[config.mk]
export PLATFORM = sky130hd
export DESIGN_NAME = hazard_ctrl
export DESIGN_NICKNAME = d
export VERILOG_FILES = /design/src/rtl/core_pkg.sv /design/src/rtl/hazard_fwd_sel.sv /design/src/rtl/hazard_ctrl.sv
export SDC_FILE = /design/constraint.sdc
export NUM_CORES = 1
export LEC_CHECK = 0
export BUFFER_PORTS_ARGS = -buffer_cell sky130_fd_sc_hd__buf_2
export CELL_PAD_IN_SITES_DETAIL_PLACEMENT = 0
export CELL_PAD_IN_SITES_GLOBAL_PLACEMENT = 2
export CORE_ASPECT_RATIO = 0.75
export CORE_UTILIZATION = 21
export CTS_CLUSTER_SIZE = 10
export DETAILED_ROUTE_END_ITERATION = 8
export GPL_TIMING_DRIVEN = 0
export PLACE_DENSITY = 0.78
export SLEW_MARGIN = 20
export SYNTH_ARGS = -nofsm -noshare
export SYNTH_HDL_FRONTEND = slang
export SYNTH_SLANG_ARGS = --single-unit
[constraint.sdc]
create_clock -name clk -period 1.9 [get_ports clk]
set_clock_uncertainty 0.2 [all_clocks]
set_input_delay 0.19 -clock clk [delete_from_list [all_inputs] [get_ports clk]]
set_output_delay 0.19 -clock clk [all_outputs]
set_load 0.01 [all_outputs]
[src/rtl/core_pkg.sv]
// Shared types for the core pipeline control: forwarding selects, result-source
// encodings and the memory-wait FSM state.
package core_pkg;

    typedef enum logic [1:0] {
        FWD_RF = 2'b00,
        FWD_W  = 2'b01,
        FWD_M  = 2'b10
    } fwd_sel_t;

    localparam logic [1:0] RESULT_SRC_LOAD = 2'b01;

    typedef enum logic {
        RUN      = 1'b0,
        MEM_WAIT = 1'b1
    } memwait_state_t;

    // A destination register only matters when it is written and is not x0.
    function automatic logic reg_hit(input logic       i_we,
                                     input logic [4:0] i_rd,
                                     input logic [4:0] i_rs);
        return i_we && (i_rd == i_rs) && (i_rs != 5'd0);
    endfunction

endpackage

[src/rtl/hazard_fwd_sel.sv]
// Per-operand forwarding select for the execute stage; M beats W, x0 never forwarded.
module hazard_fwd_sel
    import core_pkg::*;
(
    input  logic [4:0] i_rs,
    input  logic [4:0] i_rd_m,
    input  logic       i_reg_write_m,
    input  logic [4:0] i_rd_w,
    input  logic       i_reg_write_w,
    output fwd_sel_t   o_sel
);

    logic w_hit_m;
    logic w_hit_w;

    assign w_hit_m = reg_hit(i_reg_write_m, i_rd_m, i_rs);
    assign w_hit_w = reg_hit(i_reg_write_w, i_rd_w, i_rs);

    always_comb begin
        o_sel = FWD_RF;
        if (w_hit_m) begin
            o_sel = FWD_M;
        end else if (w_hit_w) begin
            o_sel = FWD_W;
        end
    end

endmodule

[src/rtl/hazard_ctrl.sv]
// Pipeline hazard controller: forwarding, load-use bubble, redirect flush and data-memory wait.
// Define HAZARD_PERF_CNT_EN to add the stall/load-use/flush performance counters.
module hazard_ctrl
    import core_pkg::*;
#(
    parameter int unsigned MEM_TIMEOUT = 255,
    parameter int unsigned CNT_W       = 32
)
(
    input  logic       clk,
    input  logic       rst_n,
    input  logic [4:0] rs1_regD,
    input  logic [4:0] rs2_regD,
    input  logic [4:0] rs1_regE,
    input  logic [4:0] rs2_regE,
    input  logic [4:0] RdE,
    input  logic [1:0] ResultSrcE,
    input  logic       PCSrcE,
    input  logic [4:0] RdM,
    input  logic       RegWriteM,
    input  logic [4:0] RdW,
    input  logic       RegWriteW,
    input  logic       dmem_req_M,
    input  logic       dmem_ready,
    output logic       StallF,
    output logic       StallD,
    output logic       StallE,
    output logic       StallM,
    output logic       FlushD,
    output logic       FlushE,
    output logic [1:0] ForwardAE,
    output logic [1:0] ForwardBE,
    output logic       mem_timeout_err
`ifdef HAZARD_PERF_CNT_EN
    ,
    output logic [CNT_W-1:0] stall_cycles_o,
    output logic [CNT_W-1:0] loaduse_cnt_o,
    output logic [CNT_W-1:0] flush_cnt_o
`endif
);

    localparam int unsigned WCNT_W = $clog2(MEM_TIMEOUT + 1);
    localparam logic [WCNT_W-1:0] WCNT_MAX = WCNT_W'(MEM_TIMEOUT);

    if (MEM_TIMEOUT < 1 || MEM_TIMEOUT > 65535 || CNT_W < 1) begin : g_bad_param
        $error("hazard_ctrl: MEM_TIMEOUT must be 1..65535 and CNT_W at least 1");
    end

    memwait_state_t      r_state;
    memwait_state_t      w_state_next;
    logic [WCNT_W-1:0]   r_wait_cnt;
    logic [WCNT_W-1:0]   w_wait_cnt_next;
    logic                r_timeout_err;

    logic w_req_miss;
    logic w_mem_wait;
    logic w_load_use;
    logic w_redirect;
    logic w_bubble;
    logic w_err_set;

    fwd_sel_t w_fwd_a;
    fwd_sel_t w_fwd_b;

    genvar gi;
    for (gi = 0; gi < 2; gi++) begin : g_fwd
        logic [4:0] w_rs;
        fwd_sel_t   w_sel;
        assign w_rs = (gi == 0) ? rs1_regE : rs2_regE;
        hazard_fwd_sel u_fwd_sel (
            .i_rs          (w_rs),
            .i_rd_m        (RdM),
            .i_reg_write_m (RegWriteM),
            .i_rd_w        (RdW),
            .i_reg_write_w (RegWriteW),
            .o_sel         (w_sel)
        );
    end

    assign w_fwd_a   = g_fwd[0].w_sel;
    assign w_fwd_b   = g_fwd[1].w_sel;
    assign ForwardAE = w_fwd_a;
    assign ForwardBE = w_fwd_b;

    // The wait is combinational on dmem_ready so stalls drop in the completing cycle.
    assign w_req_miss = dmem_req_M && !dmem_ready;
    assign w_mem_wait = w_req_miss || ((r_state == MEM_WAIT) && !dmem_ready);

    assign w_load_use = (ResultSrcE == RESULT_SRC_LOAD) && (RdE != 5'd0) &&
                        ((RdE == rs1_regD) || (RdE == rs2_regD));

    // A redirect squashes the load-use consumer anyway, so it wins over the bubble.
    assign w_redirect = PCSrcE && !w_mem_wait;
    assign w_bubble   = w_load_use && !PCSrcE && !w_mem_wait;

    always_ff @(posedge clk or negedge rst_n) begin
        if (!rst_n) begin
            r_state <= RUN;
        end else begin
            r_state <= w_state_next;
        end
    end

    always_comb begin
        w_state_next = r_state;
        case (r_state)
            RUN: begin
                if (w_req_miss) begin
                    w_state_next = MEM_WAIT;
                end
            end
            MEM_WAIT: begin
                if (dmem_ready) begin
                    w_state_next = RUN;
                end
            end
            default: w_state_next = RUN;
        endcase
    end

    always_comb begin
        StallF = w_mem_wait || w_bubble;
        StallD = w_mem_wait || w_bubble;
        StallE = w_mem_wait;
        StallM = w_mem_wait;
        FlushD = w_redirect;
        FlushE = w_redirect || w_bubble;
    end

    always_comb begin
        w_wait_cnt_next = r_wait_cnt;
        case (r_state)
            RUN: begin
                if (w_req_miss) begin
                    w_wait_cnt_next = WCNT_W'(1);
                end
            end
            MEM_WAIT: begin
                if (dmem_ready) begin
                    w_wait_cnt_next = '0;
                end else if (r_wait_cnt != WCNT_MAX) begin
                    w_wait_cnt_next = r_wait_cnt + WCNT_W'(1);
                end
            end
            default: w_wait_cnt_next = '0;
        endcase
    end

    // The error latches on the edge that ends the MEM_TIMEOUT-th consecutive wait cycle.
    assign w_err_set = w_mem_wait && (w_wait_cnt_next == WCNT_MAX);

    always_ff @(posedge clk or negedge rst_n) begin
        if (!rst_n) begin
            r_wait_cnt    <= '0;
            r_timeout_err <= 1'b0;
        end else begin
            r_wait_cnt <= w_wait_cnt_next;
            if (w_err_set) begin
                r_timeout_err <= 1'b1;
            end
        end
    end

    assign mem_timeout_err = r_timeout_err;

`ifdef HAZARD_PERF_CNT_EN
    logic [CNT_W-1:0] r_stall_cycles;
    logic [CNT_W-1:0] r_loaduse_cnt;
    logic [CNT_W-1:0] r_flush_cnt;

    always_ff @(posedge clk or negedge rst_n) begin
        if (!rst_n) begin
            r_stall_cycles <= '0;
            r_loaduse_cnt  <= '0;
            r_flush_cnt    <= '0;
        end else begin
            if (StallF) begin
                r_stall_cycles <= r_stall_cycles + CNT_W'(1);
            end
            if (w_bubble) begin
                r_loaduse_cnt <= r_loaduse_cnt + CNT_W'(1);
            end
            if (w_redirect) begin
                r_flush_cnt <= r_flush_cnt + CNT_W'(1);
            end
        end
    end

    assign stall_cycles_o = r_stall_cycles;
    assign loaduse_cnt_o  = r_loaduse_cnt;
    assign flush_cnt_o    = r_flush_cnt;
`endif

endmodule

==> summary.md, run 1 <==
| Metric | Value |
|---|---|
| Status | `complete, but fails checks` |
| Violated checks | `setup timing` |
| Final wirelength | `3.173 mm` |
| TritonCTS Buffers | `3` |
| First-pass GRT wire length | `5.340 mm` |
| Setup TNS | `-0.01492 ns` |
| Total Power | `0.7749 mW` |
| Via density per instance | `4.827` |
| Vias in the first global route | `1,145` |
| Detailed Place HPWL | `2.351 mm` |
| Post-Syn Instances | `122` |
| 1st-pass router iterations | `4` |
| Die W | `83.11 um` |
| Most Used Layer, Global Route | `met2` |
| Hold Slack | `0.007085 ns` |
| Slew Limit Fails | `0` |
| #FFs+latches synth | `10` |
| Avg Cell Area, Syn | `8.492 um2` |
| Slew headroom | `0.7381` |
| Worst Tran Pin Value | `0.3902 ns` |
| Tightest Hold Check Type | `input pin to flop` |
| Clk_lat worst skew | `0.24 ns` |
| Number of flops mapped to enable cells by yosys | `0` |
| CTS Root Cell | `clkbuf_8` |
| Fin crit period | `1.915 ns` |
| Initial drt markers | `30` |
| Worst-path clk slew | `0.05 ns` |
| Area delta synth->final | `57.25%` |
| Hold Path End | `r_state$_DFF_PN0_` |
| Largest net degree at the start of global routing | `11` |
| Power Dens Cells | `475.7 nW/um2` |
| Worst-path cell chain | `buf_6, and4_4, nand4_2, mux2_4, and4_4, a41o_1` |
| Worst path required time | `1.82 ns` |
| Register-to-Register Path Depth | `6` |
| Grt ovf | `0` |
| Synth cell types | `40` |
| GR Layer Usage met1 | `0.1648` |
| Final WS setup | `-0.01492 ns` |
| Starting Density | `0.2253` |
| Filler instances | `471` |
| Fmax | `522.2 MHz` |
| Clock Path Buffers | `2` |
| Cell Rows | `21` |
| Max-Cap Viols | `0` |
| Die Y | `62.83 um` |
| RSZ-0062 raised after global routing | `true` |
| Yosys warning count | `0` |
| Via count | `1,197` |
| Initial antenna violation count | `0` |
| RR Startpoint | `r_wait_cnt[1]$_DFF_PN0_` |
| GPL Wtd Cong | `0.7543` |
| All-Layer GR Usage | `0.1225` |
| Final Core Density | `0.3543` |
| I/O pin total | `55` |
| Met2 Use GR | `0.1967` |
| Routed Antenna Nets | `0` |
| Final setup vio count | `1` |
| Final hold vios | `0` |
| Register area | `251.5 um2` |
| Synth async-reset ratio | `1.000` |
| CP Capture Type | `flop` |
| Tcrit/Tclk final | `1.008` |
| Avg WL per Cell | `12.79 um` |
| Top FF cell, synth | `dfrtp_1` |
| Syn_nets | `167` |
| Syn Std Cell Area | `1036 um2` |
| Fraction of layout cells with a size suffix above 1 | `0.5079` |
| VDD IR max | `0.3707 mV` |
| Core area | `4598 um2` |
| Multi-input logic area | `838.3 um2` |
| Post-route DRC | `0` |
| Final #Nets | `237` |
| Antenna fix cells | `0` |
| Worst Setup Start Kind | `flop` |
| Critical-path top delay cell | `dfrtp_1` |
| R2r setup slk | `-0.01 ns` |
| Hold_sp | `dmem_req_M` |
| Max H-tree Level | `1` |
| Global-route track usage on met3 | `0.02642` |
| Die Area | `5221 um2` |
| Leak Pwr | `0.6997 nW` |
| Most frequent CP cell | `and4_4` |
| Slowest cell delay on critical path | `0.41 ns` |
| Register area share after synthesis | `0.2415` |
| CTS tree | `built` |
| PortBufs | `54` |
| CP max FO | `3` |
| Critical Path AT | `1.84 ns` |
| Clock sinks | `10` |
| RR Endpoint | `mem_timeout_err$_DFFE_PN0P_` |
| Hold Path Stages | `3` |
| CP Class | `flop to flop` |
## cell families after synthesis
group	after synthesis	synth area share
compound gates	28	0.1860
xor+xnor	30	0.2536
fa+ha+maj	1	0.01208
buf+inv	8	0.04951
flops	10	0.2415
mux	1	0.01449
simple gates	44	0.2428
## what timing repair did
item                       CTS  global route
hold buffers                 2             0
hold endpoints to repair    11             0
setup endpoints to repair    3             3
gates resized for setup      8            15
setup buffers                6             3
pin swaps                    6             7
## layout make-up
type | count | share of cell area
buffer | 7 | 0.02919
inverter | 1 | 0.002304
timing repair buffer | 65 | 0.2220
clock buffer | 4 | 0.03379
tap | 57 | 0.04378
sequential | 10 | 0.1544
multi-input combinational | 104 | 0.5146
## layer usage
layer  up-vias  part of all wire
li1        591                 -
met1       545              0.49
met2        59              0.43
met3         2             0.079
met4         0            0.0066
met5         -                 0
## cell usage in the layout (no fill, tap or decap), drive strengths merged, types with 2 or more instances in the layout
cell type    synthesis  final
a31oi                3      3
and4                 3      3
nand4                6      6
nand3                4      4
xor2                 4      4
o21ai                3      3
xnor2               26     26
nand2                8      8
nor4                 4      4
buf                  6     69
a21oi                8      8
clkbuf               1      5
or4                  3      3
dlygate4sd3          0      2
nor2b                2      2
dfrtp               10     10
nor2                10     10
## worst max-delay path by stage
stage / from / end / slack, ns
floorplan: r_wait_cnt[0]$_DFF_PN0_ / mem_timeout_err$_DFFE_PN0P_ / 0.06
global placement: r_wait_cnt[0]$_DFF_PN0_ / mem_timeout_err$_DFFE_PN0P_ / -0.19
global route: r_wait_cnt[1]$_DFF_PN0_ / mem_timeout_err$_DFFE_PN0P_ / -0.06
finish: r_wait_cnt[1]$_DFF_PN0_ / mem_timeout_err$_DFFE_PN0P_ / -0.01
CTS: r_wait_cnt[0]$_DFF_PN0_ / mem_timeout_err$_DFFE_PN0P_ / -0.02
detailed placement: r_wait_cnt[0]$_DFF_PN0_ / mem_timeout_err$_DFFE_PN0P_ / -0.14
## state kept, by name (all words and copies together), names as in the netlist
| signal | count |
|---|---|
| r_wait_cnt | 8 |
| mem_timeout_err | 1 |
| r_state | 1 |
## worst max-delay path, delay by kind of cell, from the launching register on
family	cells	cell delay [ns]
compound gates	1	0.22
mux	1	0.32
flops	1	0.41
simple gates	3	0.51
buf+inv	1	0.13
## metrics by stage
stage	cells	area [um2]	setup slack, ns
4_1_cts	245	1540	-0.01587
5_1_grt	248	1629	-0.05814
3_3_place_gp	233	1378	-0.1938
2_1_floorplan	122	1036	0.05753
6_report	248	1629	-0.01492
3_5_place_dp	233	1378	-0.1396
## power by group
group | internal, mW | leakage (nW) | switching (mW)
logic | 0.143 | 0.536 | 0.127
clock network | 0.183 | 0.0288 | 0.0888
registers | 0.223 | 0.135 | 0.0112
total | 0.548 | 0.700 | 0.227
## Yosys cell counts, drive strengths merged, types with 4 or more instances
library cell / n / area, um2
nand3: 4 / 20.02
buf: 6 / 42.54
nor4: 4 / 25.02
nand4: 6 / 43.79
xor2: 4 / 35.03
a21oi: 8 / 40.04
dfrtp: 10 / 250.2
xnor2: 26 / 227.7
nand2: 8 / 30.03
nor2: 10 / 37.54
Note: power is estimated with default switching activity, not from simulation.
==> run 2, diff against run 1 <==
CORE_ASPECT_RATIO = 0.9   (was 0.75)
==> run 2 against run 1 <==
Net effect: the run still ends with setup timing left; die area hardly changed; combinational power hardly changed; maximum frequency is 0.31% higher; highest routed layer unchanged.
==> summary.md, run 2 (synthesized netlist as in run 1, its figures left out) <==
| Metric | Value |
|---|---|
| Commonest non-fill, non-tap cell in the layout | `buf_2` |
| Setup WS pre-CTS | `-0.2214 ns (-0.08184 ns)` |
| Area delta synth->final | `58.82%` |
| Setup TNS | `-0.009045 ns (+0.005877 ns)` |
| Max-Cap Viols | `0 (unchanged)` |
| First-pass GRT wire length | `4.878 mm (-8.7%)` |
| Avg WL per Cell | `12.34 um (-3.5%)` |
| RR Endpoint | `mem_timeout_err$_DFFE_PN0P_` |
| Max H-tree Level | `1 (unchanged)` |
| I/O pin total | `55 (unchanged)` |
| Die Area | `5218 um2 (about the same)` |
| Critical Path AT | `1.84 ns (about the same)` |
| CTS Root Cell | `clkbuf_8` |
| TritonCTS Buffers | `3 (unchanged)` |
| Total Power | `0.7726 mW (-0.30%)` |
| Core area | `4604 um2 (+0.14%)` |
| Worst Tran Pin Value | `0.4120 ns (+0.02180 ns)` |
| Antenna fix cells | `0 (unchanged)` |
| Worst path required time | `1.83 ns (about the same)` |
| Fin area | `1645 um2 (+1.0%)` |
| R2r setup slk | `-0.009 ns (about the same)` |
| CP Class | `flop to flop` |
| Slew headroom | `0.7248 (-0.01334)` |
| Fmax | `523.8 MHz (+0.31%)` |
| Hold Path End | `r_state$_DFF_PN0_` |
| Via count | `1,181 (-1.3%)` |
| All-Layer GR Usage | `0.1177 (-0.004768)` |
| Cell Rows | `23 (+9.5%)` |
| 1st-pass router iterations | `4 (unchanged)` |
| Worst Setup Start Kind | `flop` |
| Worst-path clk slew | `0.05 ns (about the same)` |
| Register-to-Register Path Depth | `6 (unchanged)` |
| Power Dens Cells | `469.5 nW/um2 (-1.3%)` |
| Filler instances | `499 (+5.9%)` |
| Slew Limit Fails | `0 (unchanged)` |
| Violated checks | `setup timing` |
| Via density per instance | `4.705 (-2.5%)` |
| Hold Path Stages | `3 (unchanged)` |
| Fraction of layout cells with a size suffix above 1 | `0.4815 (-0.02637)` |
| Clock Path Buffers | `2 (unchanged)` |
| Initial drt markers | `68 (+130%)` |
| Routed Antenna Nets | `0 (unchanged)` |
| Clock sinks | `10 (unchanged)` |
| Grt ovf | `0 (unchanged)` |
| Post-route DRC | `0 (unchanged)` |
| VDD IR max | `0.2391 mV (-36%)` |
| CP max FO | `5 (+2)` |
| Final wirelength | `3.098 mm (-2.4%)` |
| Final Core Density | `0.3573 (+0.003051)` |
| Vias in the first global route | `1,077 (-5.9%)` |
| Die Y | `68.63 um (+9.2%)` |
| Final setup vio count | `1 (unchanged)` |
| PortBufs | `54 (unchanged)` |
| Initial antenna violation count | `0 (unchanged)` |
| GPL Wtd Cong | `0.7901 (+4.7%)` |
| Detailed Place HPWL | `2.299 mm (-2.2%)` |
| Hold_sp | `dmem_req_M` |
| Largest net degree at the start of global routing | `11 (unchanged)` |
| RSZ-0062 raised after global routing | `true` |
| Starting Density | `0.2250 (-0.0003061)` |
| Final #Nets | `235 (-0.84%)` |
| Leak Pwr | `0.6994 nW (about the same)` |
| Tightest Hold Check Type | `input pin to flop` |
| Final hold vios | `0 (unchanged)` |
| DP Cell Count | `238 (+2.1%)` |
| Hold Slack | `0.01289 ns (+0.005803 ns)` |
| Cell Count, Final, Fillers Out | `251 (+1.2%)` |
| RR Startpoint | `r_wait_cnt[1]$_DFF_PN0_` |
| Reg with most FFs | `r_wait_cnt` |
| Final WS setup | `-0.009045 ns (+0.005877 ns)` |
| Tcrit/Tclk final | `1.005 (-0.003093)` |
| CTS tree | `built` |
| Max FFs per register | `8 (unchanged)` |
| Fin crit period | `1.909 ns (-0.005877 ns)` |
| Commonest cells after routing, fill and taps aside | `buf_2, xnor2_1, buf_4` |
| Die W | `76.04 um (-8.5%)` |
| Clk_lat worst skew | `0.24 ns (about the same)` |
| CP Capture Type | `flop` |
| Status | `complete, but fails checks` |
| Placement Cell Area | `1384 um2 (+0.45%)` |
## run 2: worst max-delay path by stage
stage                            startpoint                     endpoint  depth (start not counted)  slack (ns)
global route        r_wait_cnt[1]$_DFF_PN0_  mem_timeout_err$_DFFE_PN0P_                          7       -0.06
finish              r_wait_cnt[1]$_DFF_PN0_  mem_timeout_err$_DFFE_PN0P_                          6      -0.009
global placement    r_wait_cnt[0]$_DFF_PN0_  mem_timeout_err$_DFFE_PN0P_                          6       -0.26
CTS                             rs1_regE[1]                 ForwardAE[0]                          6       0.002
floorplan           r_wait_cnt[0]$_DFF_PN0_  mem_timeout_err$_DFFE_PN0P_                          6        0.06
detailed placement  r_wait_cnt[0]$_DFF_PN0_  mem_timeout_err$_DFFE_PN0P_                          6       -0.22
## run 2: area by class of cell
cell class                 count  area, um2  share of cell area
inverter                       1      3.754            0.002281
buffer                         7      47.55             0.02890
sequential                    10      251.5              0.1529
multi-input combinational    104      853.3              0.5186
clock buffer                   4      55.05             0.03346
timing repair buffer          63      356.6              0.2167
tap                           62      77.57             0.04715
## run 2: critical path, stage by stage (launching register included)
cell and delay (ns):
dfrtp_1 0.42, ha_4 0.19, and4_2 0.29, nand2_1 0.09, a32o_2 0.27, o311a_1 0.12
a41o_1 0.23
## run 2: what timing repair did
action,in CTS,in global routing
gates resized for setup,12,15
buffers inserted,4,3
pin swaps,1,14
endpoints found under the setup margin,2,4
hold buffers,2,0
endpoints found under the hold margin,11,0
## run 2: power breakdown
part           switching, mW  internal (mW)  leakage (nW)
combinational          0.125          0.145         0.536
clock                 0.0852          0.182        0.0288
sequential            0.0119          0.223         0.135
## run 2: routing by layer
layer | global-route usage | part of all wire | up-vias
met5 | 0 | 0 | -
met4 | 0.03365 | 0.010 | 0
met3 | 0.03289 | 0.063 | 4
met2 | 0.2023 | 0.49 | 50
met1 | 0.1467 | 0.44 | 538
li1 | - | - | 589
==> run 3, diff against run 2 <==
CORE_UTILIZATION = 22   (was 21)
PLACE_DENSITY = 0.79   (was 0.78)
SYNTH_HIERARCHICAL = 1   (was unset)
==> run 3 against run 2 <==
Net effect: the run now ends clean; first-iteration DRC count decreased by 85%; total power shrank 8.9%; core utilization fell by 1.6 points; combinational power fell by 3%; critical endpoint unchanged; largest power group unchanged.
==> summary.md, run 3 <==
| Metric | Value |
|---|---|
| Status | `completed` |
| Avg Cell Area, Syn | `8.699 um2 (+2.4%)` |
| Yosys warning count | `6 (+6)` |
| Placement Cell Area | `1460 um2 (+5.5%)` |
| Tcrit/Tclk final | `0.9994 (-0.005323)` |
| Worst-path clk slew | `0.04 ns (about the same)` |
| Largest net degree at the start of global routing | `11 (unchanged)` |
| Syn Std Cell Area | `1096 um2 (+5.8%)` |
| Tightest Hold Check Type | `input pin to flop` |
| Die W | `76.40 um (+0.48%)` |
| Hold Slack | `0.03397 ns (+0.02108 ns)` |
| Register area | `251.5 um2 (unchanged)` |
| Initial antenna violation count | `0 (unchanged)` |
| Final hold vios | `0 (unchanged)` |
| Top FF cell, synth | `dfrtp_1` |
| #FFs+latches synth | `10 (unchanged)` |
| Via density per instance | `4.558 (-3.1%)` |
| Filler instances | `498 (-0.20%)` |
| Fin crit period | `1.899 ns (-0.01011 ns)` |
| Largest area contributor in the netlist | `dfrtp_1` |
| Top post-synthesis cells by count | `xnor2_1, nor2_1, dfrtp_1` |
| PortBufs | `53 (-1.9%)` |
| TritonCTS Buffers | `3 (unchanged)` |
| Cell Rows | `23 (unchanged)` |
| Initial drt markers | `10 (-85%)` |
| Max H-tree Level | `1 (unchanged)` |
| Leak Pwr | `0.7506 nW (+7.3%)` |
| Commonest cells after routing, fill and taps aside | `buf_2, xnor2_1, nor2_1` |
| Slew Limit Fails | `0 (unchanged)` |
| Routed Antenna Nets | `0 (unchanged)` |
| Syn_nets | `171 (+2.4%)` |
| Synth cell types | `46 (+15%)` |
| Detailed Place HPWL | `2.446 mm (+6.4%)` |
| Clk_lat worst skew | `0.22 ns (-0.02 ns)` |
| CP Capture Type | `flop` |
| GPL Wtd Cong | `0.7452 (-5.7%)` |
| CTS tree | `built` |
| Critical-path top delay cell | `dfrtp_1` |
| Max-Cap Viols | `0 (unchanged)` |
| Final WS setup | `0.001069 ns (+0.01011 ns)` |
| Hold_sp | `dmem_req_M` |
| Setup WS pre-CTS | `-0.1051 ns (+0.1163 ns)` |
| Max FFs per register | `8 (unchanged)` |
| Post-synthesis adder-cell area fraction | `0.01142 (-0.0006618)` |
| Fmax | `526.6 MHz (+0.53%)` |
| Synth Area in XOR/XNOR | `0.2397 (-0.01390)` |
| Fin area | `1572 um2 (-4.5%)` |
| Register area share after synthesis | `0.2283 (-0.01324)` |
| RSZ-0062 raised after global routing | `true` |
| Final wirelength | `2.981 mm (-3.8%)` |
| Synth async-reset ratio | `1.000 (unchanged)` |
| Reg with most FFs | `r_wait_cnt` |
| Die Y | `68.96 um (+0.48%)` |
| Clock Path Buffers | `2 (unchanged)` |
| VDD IR max | `0.4832 mV (+100%)` |
| Post-route DRC | `0 (unchanged)` |
| Synth top area cells | `dfrtp_1, xnor2_1, xor2_1` |
| Clock sinks | `10 (unchanged)` |
| Fraction of layout cells with a size suffix above 1 | `0.4385 (-0.04298)` |
| Power Dens Cells | `448.1 nW/um2 (-4.6%)` |
| Worst Setup SP | `r_wait_cnt[1]$_DFF_PN0_` |
| Worst Setup Start Kind | `flop` |
| Setup TNS | `0 ns (+0.009045 ns)` |
| Total Power | `0.7042 mW (-8.9%)` |
| Worst path required time | `1.86 ns (+0.03 ns)` |
| Simple-gate share of the synthesized area | `0.2900 (+0.04720)` |
| Slowest cell delay on critical path | `0.38 ns (-0.04 ns)` |
| Main combinational cell family by area after synthesis | `simple AND/OR/NAND/NOR gates` |
| Cell Count, Final, Fillers Out | `249 (-0.80%)` |
| Die Area | `5269 um2 (+0.96%)` |
| Antenna fix cells | `0 (unchanged)` |
| Compound-Gate Fraction of Synth Area | `0.1781 (-0.007908)` |
| CP max FO | `4 (-1)` |
| CTS Root Cell | `clkbuf_8` |
| Final #Nets | `234 (-0.43%)` |
| First-pass GRT wire length | `4.885 mm (+0.14%)` |
| RR Startpoint | `r_wait_cnt[1]$_DFF_PN0_` |
| Final setup vio count | `0 (-1)` |
| Multi-input logic area | `838.3 um2 (-1.8%)` |
| DP Cell Count | `241 (+1.3%)` |
| Vias in the first global route | `1,092 (+1.4%)` |
| Mux share of post-synthesis cell area | `0 (-0.01449)` |
| 1st-pass router iterations | `4 (unchanged)` |
| Commonest non-fill, non-tap cell in the layout | `buf_2` |
| Number of flops mapped to enable cells by yosys | `0 (unchanged)` |
| Starting Density | `0.2380 (+0.01304)` |
| Post-Syn Instances | `126 (+3.3%)` |
| Worst Tran Pin Value | `0.4785 ns (+0.06657 ns)` |
| Area delta synth->final | `43.38%` |
| CP Class | `flop to flop` |
| Critical Path AT | `1.86 ns (+0.02 ns)` |
| Final Core Density | `0.3413 (-0.01603)` |
| Core area | `4604 um2 (unchanged)` |
| Via count | `1,135 (-3.9%)` |
| All-Layer GR Usage | `0.1154 (-0.002258)` |
| I/O pin total | `55 (unchanged)` |
| Avg WL per Cell | `11.97 um (-3.0%)` |
| Most frequent cell after synthesis | `xnor2_1` |
| Yosys top cell area share | `0.2283 (-0.01324)` |
| Grt ovf | `0 (unchanged)` |
| Worst-path cell chain | `ha_4, nand4_4, or2_4, o311ai_4, and4bb_1, a41o_1` |
| Slew headroom | `0.6727 (-0.05206)` |
[run 3: logic make-up after synthesis]
family / count (synthesis)
adders and majority gates: 1
buffers and inverters: 9
AOI/OAI and AO/OA: 24
DFF: 10
xor gates and xnor gates: 30
and+or+nand+nor: 52
[run 3: area by class of cell]
| cell class | instances | area share |
|---|---|---|
| multi-input combinational | 107 | 0.5334 |
| timing repair buffer | 58 | 0.1943 |
| sequential | 10 | 0.1600 |
| tap | 62 | 0.04936 |
| buffer | 6 | 0.02946 |
| clock buffer | 3 | 0.02627 |
| inverter | 3 | 0.007166 |
[run 3: repair_timing]
item	in CTS	in global routing
endpoints found under the hold margin	10	0
hold buffers	1	0
buffers inserted	4	0
endpoints found under the setup margin	2	2
pin swaps	5	0
gates resized for setup	6	2
[run 3: worst max-delay path: cells and delay by family (launching register included)]
kind            cells  cell delay [ns]
compound gates      2             0.43
fa+ha+maj           1             0.16
flops               1             0.38
simple gates        3             0.66
[run 3: layer usage]
| layer | up-vias | global-route usage | part of all wire |
|---|---|---|---|
| met2 | 39 | 0.2005 | 0.44 |
| met3 | 4 | 0.02105 | 0.072 |
| li1 | 583 | - | - |
| met5 | - | 0 | 0 |
| met4 | 0 | 0.02885 | 0.0074 |
| met1 | 509 | 0.1498 | 0.48 |
[run 3: final timing paths]
| check | slack (ns) | cells after the start | endpoint |
|---|---|---|---|
| worst max-delay path | 0.001 | 6 | mem_timeout_err$_DFFE_PN0P_ |
| worst max register to register | 0.001 | 6 | mem_timeout_err$_DFFE_PN0P_ |
| worst min-delay path | 0.03 | 3 | r_state$_DFF_PN0_ |
| worst min register to register | 0.27 | 1 | mem_timeout_err$_DFFE_PN0P_ |
| max in group asynchronous | 1.15 | 2 | r_wait_cnt[0]$_DFF_PN0_ |
| min in group asynchronous | 0.15 | 2 | r_wait_cnt[3]$_DFF_PN0_ |
[run 3: power breakdown]
part,total (mW),internal [mW],switching (mW)
sequential,0.236,0.224,0.0126
clock,0.206,0.137,0.0685
combinational,0.262,0.138,0.123
